**config.mk**
```make
export PLATFORM = sky130hd
export DESIGN_NAME = cv32e40x_rvfi_mem_collector
export DESIGN_NICKNAME = d
export VERILOG_FILES = /design/src/rtl/cv32e40x_rvfi_mem_collector.sv
export SDC_FILE = /design/constraint.sdc
export NUM_CORES = 1
export LEC_CHECK = 0
export ABC_CLOCK_PERIOD_IN_PS = 2900
export CAP_MARGIN = 20
export CELL_PAD_IN_SITES_DETAIL_PLACEMENT = 0
export CELL_PAD_IN_SITES_GLOBAL_PLACEMENT = 1
export CORE_AREA = 2 2 212 235
export DETAILED_ROUTE_END_ITERATION = 10
export DIE_AREA = 0 0 214 237
export PLACE_DENSITY = 0.71
export SLEW_MARGIN = 20
export SYNTH_ARGS = -nofsm -noshare
export SYNTH_HDL_FRONTEND = slang
export SYNTH_SLANG_ARGS = --single-unit
```
**constraint.sdc**
```tcl
create_clock -name clk -period 2.9 [get_ports clk]
set_clock_uncertainty 0.1 [all_clocks]
set_input_delay 0.725 -clock clk [delete_from_list [all_inputs] [get_ports clk]]
set_output_delay 0.725 -clock clk [all_outputs]
set_load 0.01 [all_outputs]
```
**src/rtl/cv32e40x_rvfi_mem_collector.sv**
```systemverilog
// Collects a retiring instruction's LSU transfers into NMEM RVFI slots and emits one
// registered record per retire. Optional per-slot error tracking: CV32E40X_RVFI_MEM_ERR_EN.
package cv32e40x_rvfi_pkg;
    parameter int unsigned NMEM = 2;
endpackage

module cv32e40x_rvfi_mem_collector #(
    parameter int unsigned NMEM = cv32e40x_rvfi_pkg::NMEM
) (
    input  logic                 clk,
    input  logic                 rst_n,
    input  logic                 op_valid,
    output logic                 op_ready,
    input  logic                 op_we,
    input  logic [31:0]          op_addr,
    input  logic [3:0]           op_be,
    input  logic [31:0]          op_wdata,
    input  logic                 resp_valid,
    input  logic [31:0]          resp_rdata,
`ifdef CV32E40X_RVFI_MEM_ERR_EN
    input  logic                 resp_err,
    output logic [NMEM-1:0]      rvfi_mem_err,
`endif
    input  logic                 retire_valid,
    output logic                 retire_ready,
    input  logic [31:0]          retire_pc,
    input  logic                 kill,
    output logic                 rvfi_valid,
    output logic [31:0]          rvfi_pc_rdata,
    output logic [32*NMEM-1:0]   rvfi_mem_addr,
    output logic [4*NMEM-1:0]    rvfi_mem_rmask,
    output logic [4*NMEM-1:0]    rvfi_mem_wmask,
    output logic [32*NMEM-1:0]   rvfi_mem_rdata,
    output logic [32*NMEM-1:0]   rvfi_mem_wdata
);

    localparam int unsigned IW = $clog2(NMEM + 1);

    logic [IW-1:0] wr_idx_q, wr_idx_d, rsp_idx_q, rsp_idx_d;
    logic [31:0]   addr_q  [NMEM];
    logic [31:0]   addr_d  [NMEM];
    logic [3:0]    be_q    [NMEM];
    logic [3:0]    be_d    [NMEM];
    logic          we_q    [NMEM];
    logic          we_d    [NMEM];
    logic [31:0]   wdata_q [NMEM];
    logic [31:0]   wdata_d [NMEM];
    logic [31:0]   rdata_q [NMEM];
    logic [31:0]   rdata_d [NMEM];
`ifdef CV32E40X_RVFI_MEM_ERR_EN
    logic [NMEM-1:0] err_q, err_d;
    logic [NMEM-1:0] rvfi_err_q, rvfi_err_d;
`endif

    logic                rvfi_valid_q, rvfi_valid_d;
    logic [31:0]         rvfi_pc_q, rvfi_pc_d;
    logic [32*NMEM-1:0]  rvfi_addr_q, rvfi_addr_d;
    logic [4*NMEM-1:0]   rvfi_rmask_q, rvfi_rmask_d;
    logic [4*NMEM-1:0]   rvfi_wmask_q, rvfi_wmask_d;
    logic [32*NMEM-1:0]  rvfi_rdata_q, rvfi_rdata_d;
    logic [32*NMEM-1:0]  rvfi_wdata_q, rvfi_wdata_d;

    logic          op_fire, rsp_fire, ret_fire, rsp_err;
    logic [IW-1:0] op_slot;

    function automatic logic [31:0] lane_mask(input logic [3:0] be);
        return {{8{be[3]}}, {8{be[2]}}, {8{be[1]}}, {8{be[0]}}};
    endfunction

    always_comb begin
        op_ready     = (wr_idx_q < IW'(NMEM));
        retire_ready = (rsp_idx_q == wr_idx_q);
        op_fire      = op_valid && op_ready && !kill;
        rsp_fire     = resp_valid && (rsp_idx_q < wr_idx_q) && !kill;
        ret_fire     = retire_valid && retire_ready && !kill;
        // An op arriving with the retire belongs to the next instruction, so it lands in slot 0.
        op_slot      = ret_fire ? '0 : wr_idx_q;
`ifdef CV32E40X_RVFI_MEM_ERR_EN
        rsp_err      = resp_err;
`else
        rsp_err      = 1'b0;
`endif
    end

    always_comb begin
        wr_idx_d  = wr_idx_q;
        rsp_idx_d = rsp_idx_q;
        addr_d    = addr_q;
        be_d      = be_q;
        we_d      = we_q;
        wdata_d   = wdata_q;
        rdata_d   = rdata_q;
`ifdef CV32E40X_RVFI_MEM_ERR_EN
        err_d     = err_q;
`endif
        if (kill) begin
            wr_idx_d  = '0;
            rsp_idx_d = '0;
            addr_d    = '{default: '0};
            be_d      = '{default: '0};
            we_d      = '{default: '0};
            wdata_d   = '{default: '0};
            rdata_d   = '{default: '0};
`ifdef CV32E40X_RVFI_MEM_ERR_EN
            err_d     = '0;
`endif
        end else begin
            if (rsp_fire) rsp_idx_d = rsp_idx_q + IW'(1);
            if (ret_fire) begin
                wr_idx_d  = '0;
                rsp_idx_d = '0;
            end
            if (op_fire) wr_idx_d = op_slot + IW'(1);
            for (int unsigned i = 0; i < NMEM; i++) begin
                if (rsp_fire && (IW'(i) == rsp_idx_q)) begin
                    rdata_d[i] = (we_q[i] || rsp_err) ? '0 : (resp_rdata & lane_mask(be_q[i]));
`ifdef CV32E40X_RVFI_MEM_ERR_EN
                    err_d[i]   = rsp_err;
`endif
                end
                if (op_fire && (IW'(i) == op_slot)) begin
                    addr_d[i]  = op_addr;
                    be_d[i]    = op_be;
                    we_d[i]    = op_we;
                    wdata_d[i] = op_wdata;
                    rdata_d[i] = '0;
`ifdef CV32E40X_RVFI_MEM_ERR_EN
                    err_d[i]   = 1'b0;
`endif
                end
            end
        end
    end

    always_comb begin
        rvfi_valid_d = ret_fire;
        rvfi_pc_d    = rvfi_pc_q;
        rvfi_addr_d  = rvfi_addr_q;
        rvfi_rmask_d = rvfi_rmask_q;
        rvfi_wmask_d = rvfi_wmask_q;
        rvfi_rdata_d = rvfi_rdata_q;
        rvfi_wdata_d = rvfi_wdata_q;
`ifdef CV32E40X_RVFI_MEM_ERR_EN
        rvfi_err_d   = rvfi_err_q;
`endif
        if (ret_fire) begin
            rvfi_pc_d    = retire_pc;
            rvfi_addr_d  = '0;
            rvfi_rmask_d = '0;
            rvfi_wmask_d = '0;
            rvfi_rdata_d = '0;
            rvfi_wdata_d = '0;
`ifdef CV32E40X_RVFI_MEM_ERR_EN
            rvfi_err_d   = '0;
`endif
            for (int unsigned i = 0; i < NMEM; i++) begin
                if (IW'(i) < wr_idx_q) begin
                    rvfi_addr_d[32*i +: 32] = addr_q[i];
                    rvfi_rmask_d[4*i +: 4]  = we_q[i] ? 4'b0 : be_q[i];
                    rvfi_wmask_d[4*i +: 4]  = we_q[i] ? be_q[i] : 4'b0;
                    rvfi_rdata_d[32*i +: 32] = rdata_q[i];
                    rvfi_wdata_d[32*i +: 32] = we_q[i] ? wdata_q[i] : 32'b0;
`ifdef CV32E40X_RVFI_MEM_ERR_EN
                    rvfi_err_d[i]           = err_q[i];
`endif
                end
            end
        end
    end

    always_ff @(posedge clk) begin
        if (!rst_n) begin
            wr_idx_q     <= '0;
            rsp_idx_q    <= '0;
            addr_q       <= '{default: '0};
            be_q         <= '{default: '0};
            we_q         <= '{default: '0};
            wdata_q      <= '{default: '0};
            rdata_q      <= '{default: '0};
            rvfi_valid_q <= 1'b0;
            rvfi_pc_q    <= '0;
            rvfi_addr_q  <= '0;
            rvfi_rmask_q <= '0;
            rvfi_wmask_q <= '0;
            rvfi_rdata_q <= '0;
            rvfi_wdata_q <= '0;
`ifdef CV32E40X_RVFI_MEM_ERR_EN
            err_q        <= '0;
            rvfi_err_q   <= '0;
`endif
        end else begin
            wr_idx_q     <= wr_idx_d;
            rsp_idx_q    <= rsp_idx_d;
            addr_q       <= addr_d;
            be_q         <= be_d;
            we_q         <= we_d;
            wdata_q      <= wdata_d;
            rdata_q      <= rdata_d;
            rvfi_valid_q <= rvfi_valid_d;
            rvfi_pc_q    <= rvfi_pc_d;
            rvfi_addr_q  <= rvfi_addr_d;
            rvfi_rmask_q <= rvfi_rmask_d;
            rvfi_wmask_q <= rvfi_wmask_d;
            rvfi_rdata_q <= rvfi_rdata_d;
            rvfi_wdata_q <= rvfi_wdata_d;
`ifdef CV32E40X_RVFI_MEM_ERR_EN
            err_q        <= err_d;
            rvfi_err_q   <= rvfi_err_d;
`endif
        end
    end

    assign rvfi_valid     = rvfi_valid_q;
    assign rvfi_pc_rdata  = rvfi_pc_q;
    assign rvfi_mem_addr  = rvfi_addr_q;
    assign rvfi_mem_rmask = rvfi_rmask_q;
    assign rvfi_mem_wmask = rvfi_wmask_q;
    assign rvfi_mem_rdata = rvfi_rdata_q;
    assign rvfi_mem_wdata = rvfi_wdata_q;
`ifdef CV32E40X_RVFI_MEM_ERR_EN
    assign rvfi_mem_err   = rvfi_err_q;
`endif

    // A response with nothing outstanding means the LSU failed to suppress it.
    resp_without_op: assert property (@(posedge clk) disable iff (!rst_n)
        !(resp_valid && (rsp_idx_q == wr_idx_q)));

endmodule

```
Yosys cells after proc, flatten, opt, wreduce, memory -nomap -nowiden
Index checks and enable logic that the tools add are counted.
{ "word_totals": {"reg_bits": 447, "elab_cells": 68} }
{ "op_classes": {"addsub": 2, "n_lt_le_gt_ge": 4, "eq_ne": 3, "muxes": 20, "n_bitwise": 3, "reduce_logical": 17} }
{ "ops": {"columns": ["operator", "count"], "rows": [
  ["$mux 32", 10],
  ["$and 32x32->32", 2],
  ["$mux 4", 8],
  ["$logic_and 1x1->1", 10],
  ["$reduce_or 3->1", 3],
  ["$add 2x1->2 const B", 2],
  ["$eq 1x2->1 const A", 2],
  ["$logic_not 2->1", 2],
  ["$lt 1x2->1 const A", 2],
  ["$mux 2", 2],
  ["$eq 2x2->1", 1],
  ["$lt 2x2->1", 1],
  ["$lt 2x2->1 const B", 1],
  ["$reduce_or 2->1", 1],
  ["$logic_not 1->1", 1],
  ["$not 1->1", 1]
]} }

Longest topological paths before layout
Gate-level depths: netlist of run 1.
{ "logic_depth": {"depth_word": 7, "mapped_depth": 16} }

Worst setup path before layout of run 1
No wires, ideal clock.
{ "synth_timing": {"path_type": "reg-to-reg", "from": "reg wr_idx_q[1]", "to": "reg wdata_q[21] (netlist name)", "setup_time_ps": 70, "arrival_time_ps": 2774, "t_required_ps": 2730, "path_slack_ps": -45, "stages_incl_launch_ff": 16, "n_path_buf": 7, "synth_period_minus_slack_ps": 2945, "path_cell_list": "dfxtp_1 -> buf_2 -> inv_1 -> ha_1 -> nand4b_1 -> buf_2 -> buf_4 -> buf_2 -> nand2_1 -> ha_1 -> nand4bb_1 -> buf_2 -> buf_2 -> clkbuf_1 -> nand2_1 -> a21oi_1"} }
{ "synth_via": {"word_cells_on_any_way": 9, "classes_between": "order compare (1); eq/ne (2); mux (1); reduce/logical (5)"} }
{ "synth_rtl": {"columns": ["item", "line", "text"], "rows": [
  ["start: declaration", "39", "logic [IW-1:0] wr_idx_q, wr_idx_d, rsp_idx_q, rsp_idx_d;"],
  ["start signal: assignment", "192", "wr_idx_q <= wr_idx_d;"],
  ["$lt 2x2->1", "71", "op_ready = (wr_idx_q < IW'(NMEM));"],
  ["net op_ready", "13", "output logic op_ready,"],
  ["$logic_and 1x1->1 (2 in a row)", "73", "op_fire = op_valid && op_ready && !kill;"],
  ["$logic_and 1x1->1", "121", "if (op_fire && (IW'(i) == op_slot)) begin"],
  ["end signal: assignment", "197", "wdata_q <= wdata_d;"],
  ["end: declaration", "46", "logic [31:0] wdata_q [NMEM];"]
]} }
The timed path passes the listed nets, and every way through them passes these cells.
A chain may end at the register's enable or synchronous reset.

Worst setup path in the final report of run 1
{ "layout_timing": {"from": "reg rsp_idx_q[0]", "to": "out retire_ready"} }
{ "layout_via": {"elab_chain_len": 1} }
{ "layout_rtl": {"columns": ["item", "line", "text"], "rows": [
  ["start: declaration", "39", null],
  ["start signal: assignment", "193", "rsp_idx_q <= rsp_idx_d;"],
  ["$eq 2x2->1", "72", "retire_ready = (rsp_idx_q == wr_idx_q);"],
  ["end: declaration", "25", "output logic retire_ready,"]
]} }
Every way passes these cells.

==> results of run 1 <==
==> Yosys cell counts (7+ instances only) <==
| library cell | number |
|---|---|
| a22o_1 | 133 |
| a21boi_0 | 94 |
| clkbuf_1 | 83 |
| nand2_1 | 417 |
| a21boi_1 | 13 |
| nor2b_1 | 9 |
| dfxtp_1 | 447 |
| a21oi_1 | 206 |
| nand4_1 | 64 |
| o21ai_1 | 7 |
| nand3_1 | 76 |
| o21ai_0 | 60 |
| buf_2 | 60 |
| buf_1 | 12 |
==> placed cells by master (no fill, tap or decap), drive strengths merged <==
cell type	count
dfxtp	447
nand2	417
clkdlybuf4s50	379
a21oi	206
a22o	133
a21boi	107
nand3	76
clkbuf	69
o21ai	67
nand4	64
buf	47
clkinv	11
nor2b	9
ha	6
inv	6
bufinv	5
diode	4
nand4bb	4
nor4bb	3
clkinvlp	3
and2	3
nand2b	3
or3	2
a21o	2
or3b	2
nand3b	1
nor2	1
nand4b	1
and4bb	1
and3	1
and2b	1
and4b	1
nor3	1
a211oi	1
o21a	1
dlygate4sd2	1
==> area by class of cell <==
| type | count | area share [%] |
|---|---|---|
| clock buffers | 69 | 6.36 |
| repair buffers | 427 | 20.1 |
| clock inverters | 20 | 1.15 |
| multi-input cells | 1114 | 28.0 |
| diodes | 4 | 0.0454 |
| flip-flops and latches | 447 | 40.6 |
| inverters | 5 | 0.0851 |
| well taps | 652 | 3.70 |
==> report_power, final <==
group	internal, mW	total, mW	switching, mW
clock	3.82	6.37	2.55
combinational	0.343	0.766	0.423
sequential	6.19	6.21	0.0249
==> routing by layer <==
| metal | vias to the layer above | global-route usage (%) |
|---|---|---|
| met5 | - | 0 |
| li1 | 6638 | - |
| met2 | 382 | 31.7 |
| met3 | 65 | 6.37 |
| met4 | 4 | 5.98 |
| met1 | 6535 | 24.8 |
==> cell families after synthesis <==
logic type                 count (synthesis)  synth area share, %
AOI/OAI and AO/OA                        517                 21.4
adders and majority gates                  6                0.476
buffers and inverters                    170                 4.86
DFF                                      447                 56.7
and+or+nand+nor                          591                 16.6
==> registers in the layout, summed over array words and instances (netlist names), 8 cells and up <==
name	count
rvfi_mem_rmask	8
addr_q	64
wdata_q	64
rvfi_pc_rdata	32
rvfi_mem_wdata	64
rvfi_mem_wmask	8
rdata_q	64
rvfi_mem_addr	64
be_q	8
rvfi_mem_rdata	64
==> path summary, 6_finish.rpt <==
path / startpoint / to / slack, ns
worst min register to register: addr_q[32] / addr_q[32] / 0.35
worst max register to register: rsp_idx_q[0] / addr_q[55] / 0.39
worst max-delay path: rsp_idx_q[0] / retire_ready / 0.27
worst min-delay path: addr_q[32] / addr_q[32] / 0.35
==> critical path: stages, from the launching register on <==
cell           delay, ns
dfxtp_1             0.37
inv_1               0.08
ha_1                0.33
and2_1              0.16
dlygate4sd2_1       0.29
==> timing repair <==
action | 4_1_cts | 5_1_grt
endpoints found under the setup margin | 1 | 0
hold endpoints to repair | 0 | 0
hold buffers | 0 | 0
gates resized for setup | 2 | 0
==> summary.txt, run 1 <==
Critical path
  • Crit path kind: reg2out
  • CP required: roughly 2.1 ns
  • Worst r2r path cells: 10
  • Crit path max fanout: 5
  • CP Capture Type: output pin
  • Worst setup SP type: register
  • WP data arrival: approximately 1.8 ns

Timing
  • Worst-margin pin slew: between 0.9 and 1 ns
  • Max Slew Vio Count: 0
  • RSZ-0062 raised after global routing: no
  • Tcrit/Tclk final: about nine tenths
  • Minimum clock period: about 2.6 ns
  • Final hold viol count: 0
  • Worst setup margin: approximately 0.27 ns
  • WHS: 0.352 ns
  • FMAX: 380 MHz
  • Worst slew margin: between 30% and 40%
  • Final TNS setup: 0 ns
  • Finish-stage setup viols: 0

Die
  • Core Rows: between 80 and 90
  • Core ar.: 48400 sq um
  • Die X: ~210 um
  • IO Pins: about 380
  • Die Y: 237 um
  • Die area: 50700 sq um
  • Starting Density: about a third

Placement
  • DP Area: a little over 20000 sq um
  • GPL Wtd Cong: between 0.7 and 0.8
  • Worst slack, placed: between 0.01 and 0.015 ns
  • Final HPWL DP: around 33000 um
  • PortBufs: 381
  • Cells after DPL: ~2600

CTS
  • CTS sink cnt: roughly 450
  • Clock transition at path regs: around 0.060 ns
  • TritonCTS clock tree: built
  • H-tree level count: 2
  • Post-CTS Setup Inserts: 0
  • Root Driver: clkbuf_16
  • CTS buffer count: 49
  • Buffer levels on the longest clock path: 3
  • Clock latency on the worst-skew pair: 0.58 ns

Layout
  • Multi-input gate area: about 6200 sq um
  • Post-Route Utilization: a little under half
  • FF+latch area: ~9000 sq um
  • # fillers: approximately 4700
  • Share of cells above drive strength 1: 6.77%
  • Final instance area: approximately 22000 sq um
  • Nets: between 2000 and 2500
  • Final Non-Filler Cells: ~2700
  • Layout area overhead: 39.9%

Logic synthesis
  • YS warnings: 0
  • Synth Instances: around 1700
  • Synth cell types: 37
  • Sequential area share after synthesis: approximately 57%
  • Post-synth top area cell: dfxtp_1
  • Cell Area, Synth: 15800 sq um
  • Area share of the largest cell type after synthesis: between 50% and 60%
  • Main synth FF type: dfxtp_1
  • Mean Syn Cell Area: 9.11 sq um
  • FF+latch count, synth: between 400 and 500
  • Async SR Flop Fraction: 0%
  • EDFF count, synth: 0
  • Synth top area cells: dfxtp_1, nand2_1, a22o_1
  • Mapped Nets: 1876

Route
  • Avg Vias per Cell: 4.98
  • Max Used Layer: met5
  • Residual DRC: 0
  • DR iter-0 viols: 753
  • M1 WL: roughly 22000 um
  • Total detailed-routing wirelength: 50900 um
  • Metal2 WL: approximately 24000 um
  • Post-DR wirelength/cell: about 19 um
  • Post-DRT Antenna Nets: 0
  • Metal3 WL: roughly 3800 um
  • Vias: 13600
  • Drt pass-1 iters: 5

Hold path
  • Worst Hold Path Cells: 2
  • Worst hold path type: reg2reg

Global routing
  • First-pass GRT wire length: between 70000 and 80000 um
  • Largest net degree at the start of global routing: 108
  • Initial antenna violation count: 6
  • Gr ovfl total: 0
  • Tot GR Track Use: approximately a fifth
  • Vias in the first global route: 13500

Pwr
  • Peak supply drop: between 400 and 500 uV
  • Power Dens Cells: 605 nW/um^2
  • Final Power: roughly 13 mW
  • Pleak: 7.39 nW

Run
  • Max cap viols: 0

Outcome
  • Outcome: completed
(Power assumes the default switching activity.)
==> run 2: changes to the inputs <==
Settings changed: RECOVER_POWER from default to 50.
==> run 2 against run 1 <==
- via count shrank 0.35%
- total power shrank 0.14%
- critical endpoint unchanged
- clock power is essentially flat
- largest power group unchanged
- worst hold slack is essentially flat
- register-to-register slack lost 0.04 ns
==> summary.txt, run 2 (synthesized netlist as in run 1, its figures left out) <==
Outcome
  • Outcome: completed (unchanged)

Die
  • Die X: 214 um (unchanged)
  • IO Pins: 382 (unchanged)
  • Starting Density: 32.6% (unchanged)
  • Core ar.: 48400 sq um (unchanged)
  • Die Y: 237 um (unchanged)
  • Core Rows: 85 (unchanged)
  • Die area: 50700 sq um (unchanged)

Timing
  • WHS: 0.352 ns (about the same)
  • Final hold viol count: 0 (unchanged)
  • Max Slew Vio Count: 0 (unchanged)
  • Tcrit/Tclk final: 92.1% (was 90.7%)
  • Minimum clock period: 2.67 ns (was 2.63 ns)
  • Worst slew margin: 25.4% (was 37.8%)
  • FMAX: 374 MHz (was 380 MHz)
  • RSZ-0062 raised after global routing: no (unchanged)
  • Final TNS setup: 0 ns (unchanged)
  • Worst-margin pin slew: 1.12 ns (was 0.931 ns)
  • Finish-stage setup viols: 0 (unchanged)

Critical path
  • FF-to-FF setup slack: 0.35 ns (was 0.39 ns)
  • Crit path capture: retire_ready (unchanged)
  • Worst setup SP type: register (unchanged)
  • Crit path kind: reg2out (unchanged)
  • Worst r2r path cells: 7 (was 10)
  • Reg-to-Reg Start: wr_idx_q[1] (was rsp_idx_q[0])
  • Crit path max fanout: 7 (was 5)
  • Crit path from: wr_idx_q[1] (was rsp_idx_q[0])
  • RR Endpoint: rvfi_mem_rdata[20] (was addr_q[55])
  • CP Capture Type: output pin (unchanged)
  • WP data arrival: 1.85 ns (was 1.80 ns)
  • CP required: 2.08 ns (about the same)

CTS
  • Root Driver: clkbuf_16 (unchanged)
  • CTS buffer count: 49 (unchanged)
  • TritonCTS clock tree: built (unchanged)
  • H-tree level count: 2 (unchanged)
  • Clock latency on the worst-skew pair: 0.58 ns (about the same)
  • Post-CTS Setup Inserts: 0 (unchanged)
  • Buffer levels on the longest clock path: 3 (unchanged)
  • CTS sink cnt: 447 (unchanged)
  • Clock transition at path regs: 0.06 ns (about the same)
  • Cts-stage hold buffer count: 0 (unchanged)

Route
  • Post-DRT Antenna Nets: 0 (unchanged)
  • Avg Vias per Cell: 4.96 (was 4.98)
  • Vias: 13600 (about the same)
  • Drt pass-1 iters: 5 (unchanged)
  • Residual DRC: 0 (unchanged)
  • Post-DR wirelength/cell: 18.6 um (about the same)
  • Total detailed-routing wirelength: 50900 um (about the same)
  • DR iter-0 viols: 681 (was 753)

Placement
  • PortBufs: 381 (unchanged)
  • Final HPWL DP: 33400 um (unchanged)
  • GPL Wtd Cong: 0.782 (unchanged)
  • Cells after DPL: 2645 (unchanged)

Layout
  • Nets: 2189 (unchanged)
  • Commonest non-fill, non-tap cell in the layout: dfxtp_1 (unchanged)
  • # fillers: 4746 (was 4734)
  • Commonest non-fill, non-tap cells in the layout: dfxtp_1, nand2_1, clkdlybuf4s50_1 (unchanged)
  • Share of cells above drive strength 1: 6.53% (was 6.77%)
  • Final Non-Filler Cells: 2738 (unchanged)
  • Layout area overhead: 39.3% (was 39.9%)

Run
  • Max cap viols: 0 (unchanged)

Global routing
  • Vias in the first global route: 13500 (unchanged)
  • Initial antenna violation count: 6 (unchanged)
  • Gr ovfl total: 0 (unchanged)
  • Tot GR Track Use: 19.6% (unchanged)
  • First-pass GRT wire length: 79100 um (unchanged)
  • Largest net degree at the start of global routing: 108 (unchanged)

Pwr
  • Peak supply drop: 437 uV (about the same)
  • Pleak: 7.73 nW (was 7.39 nW)
  • Power Dens Cells: 607 nW/um^2 (was 605 nW/um^2)
  • Final Power: 13.3 mW (about the same)

Hold path
  • Worst hold path type: reg2reg (unchanged)
run 2: cell types whose count changed in the layout (fill, tap and decap cells not counted), sizes merged:
| cell | before | now |
|---|---|---|
| buf | 47 | 44 |
| clkbuf | 69 | 72 |
| clkdlybuf4s50 | 379 | 268 |
| dlygate4sd3 | 0 | 111 |
run 2: worst min-delay path by stage:
stage | slack (ns) | startpoint | depth (start not counted) | to
2_1_floorplan | 0.34 | rdata_q[32] | 1 | rvfi_mem_rdata[0]
3_3_place_gp | 0.34 | rvfi_pc_rdata[29] | 2 | rvfi_pc_rdata[29]
3_5_place_dp | 0.35 | rdata_q[61] | 1 | rvfi_mem_rdata[29]
4_1_cts | 0.35 | addr_q[56] | 2 | addr_q[56]
5_1_grt | 0.37 | addr_q[19] | 2 | addr_q[19]
6_report | 0.35 | addr_q[32] | 2 | addr_q[32]
run 2: cell type report:
type / count / area, sq um / share of cell area [%]
Sequential cell: 447 / 8950 / 40.7
Multi-Input combinational cell: 1114 / 6140 / 27.9
Timing Repair Buffer: 427 / 4390 / 20.0
Clock buffer: 69 / 1400 / 6.38
Tap cell: 652 / 816 / 3.71
Clock inverter: 20 / 254 / 1.16
Inverter: 5 / 18.8 / 0.0854
Antenna cell: 4 / 10.0 / 0.0455
run 2: power by group:
| part | switching [mW] | leakage, nW | internal (mW) |
|---|---|---|---|
| registers | 0.0239 | 3.61 | 6.19 |
| logic | 0.419 | 3.31 | 0.330 |
| clock network | 2.55 | 0.810 | 3.82 |
run 2: per-stage QoR:
step	util [%]	cell area [sq um]	setup WS, ns
after floorplan	-	15800	0.0623
after global placement	42.1	20400	0.0344
after detailed placement	42.1	20400	0.0119
after CTS	45.6	22100	0.217
after global routing	45.4	22000	0.110
final	45.4	22000	0.228
run 2: timing repair:
| action | CTS | global route |
|---|---|---|
| endpoints found under the hold margin | 0 | 0 |
| endpoints found under the setup margin | 1 | 0 |
| gates resized for setup | 2 | 0 |
run 2: worst max-delay path: stages (launching register included):
cell and delay [ns]:
dfxtp_1 0.34, inv_2 0.06, ha_1 0.38, and2_1 0.19, dlygate4sd2_1 0.30
run 2: metal layers:
layer	track usage, %	vias up	part of all wire (%)
li1	-	6644	-
met1	24.8	6478	43
met2	31.7	383	47
met3	6.37	67	7.5
met4	5.98	4	2.5
met5	0	-	0.053
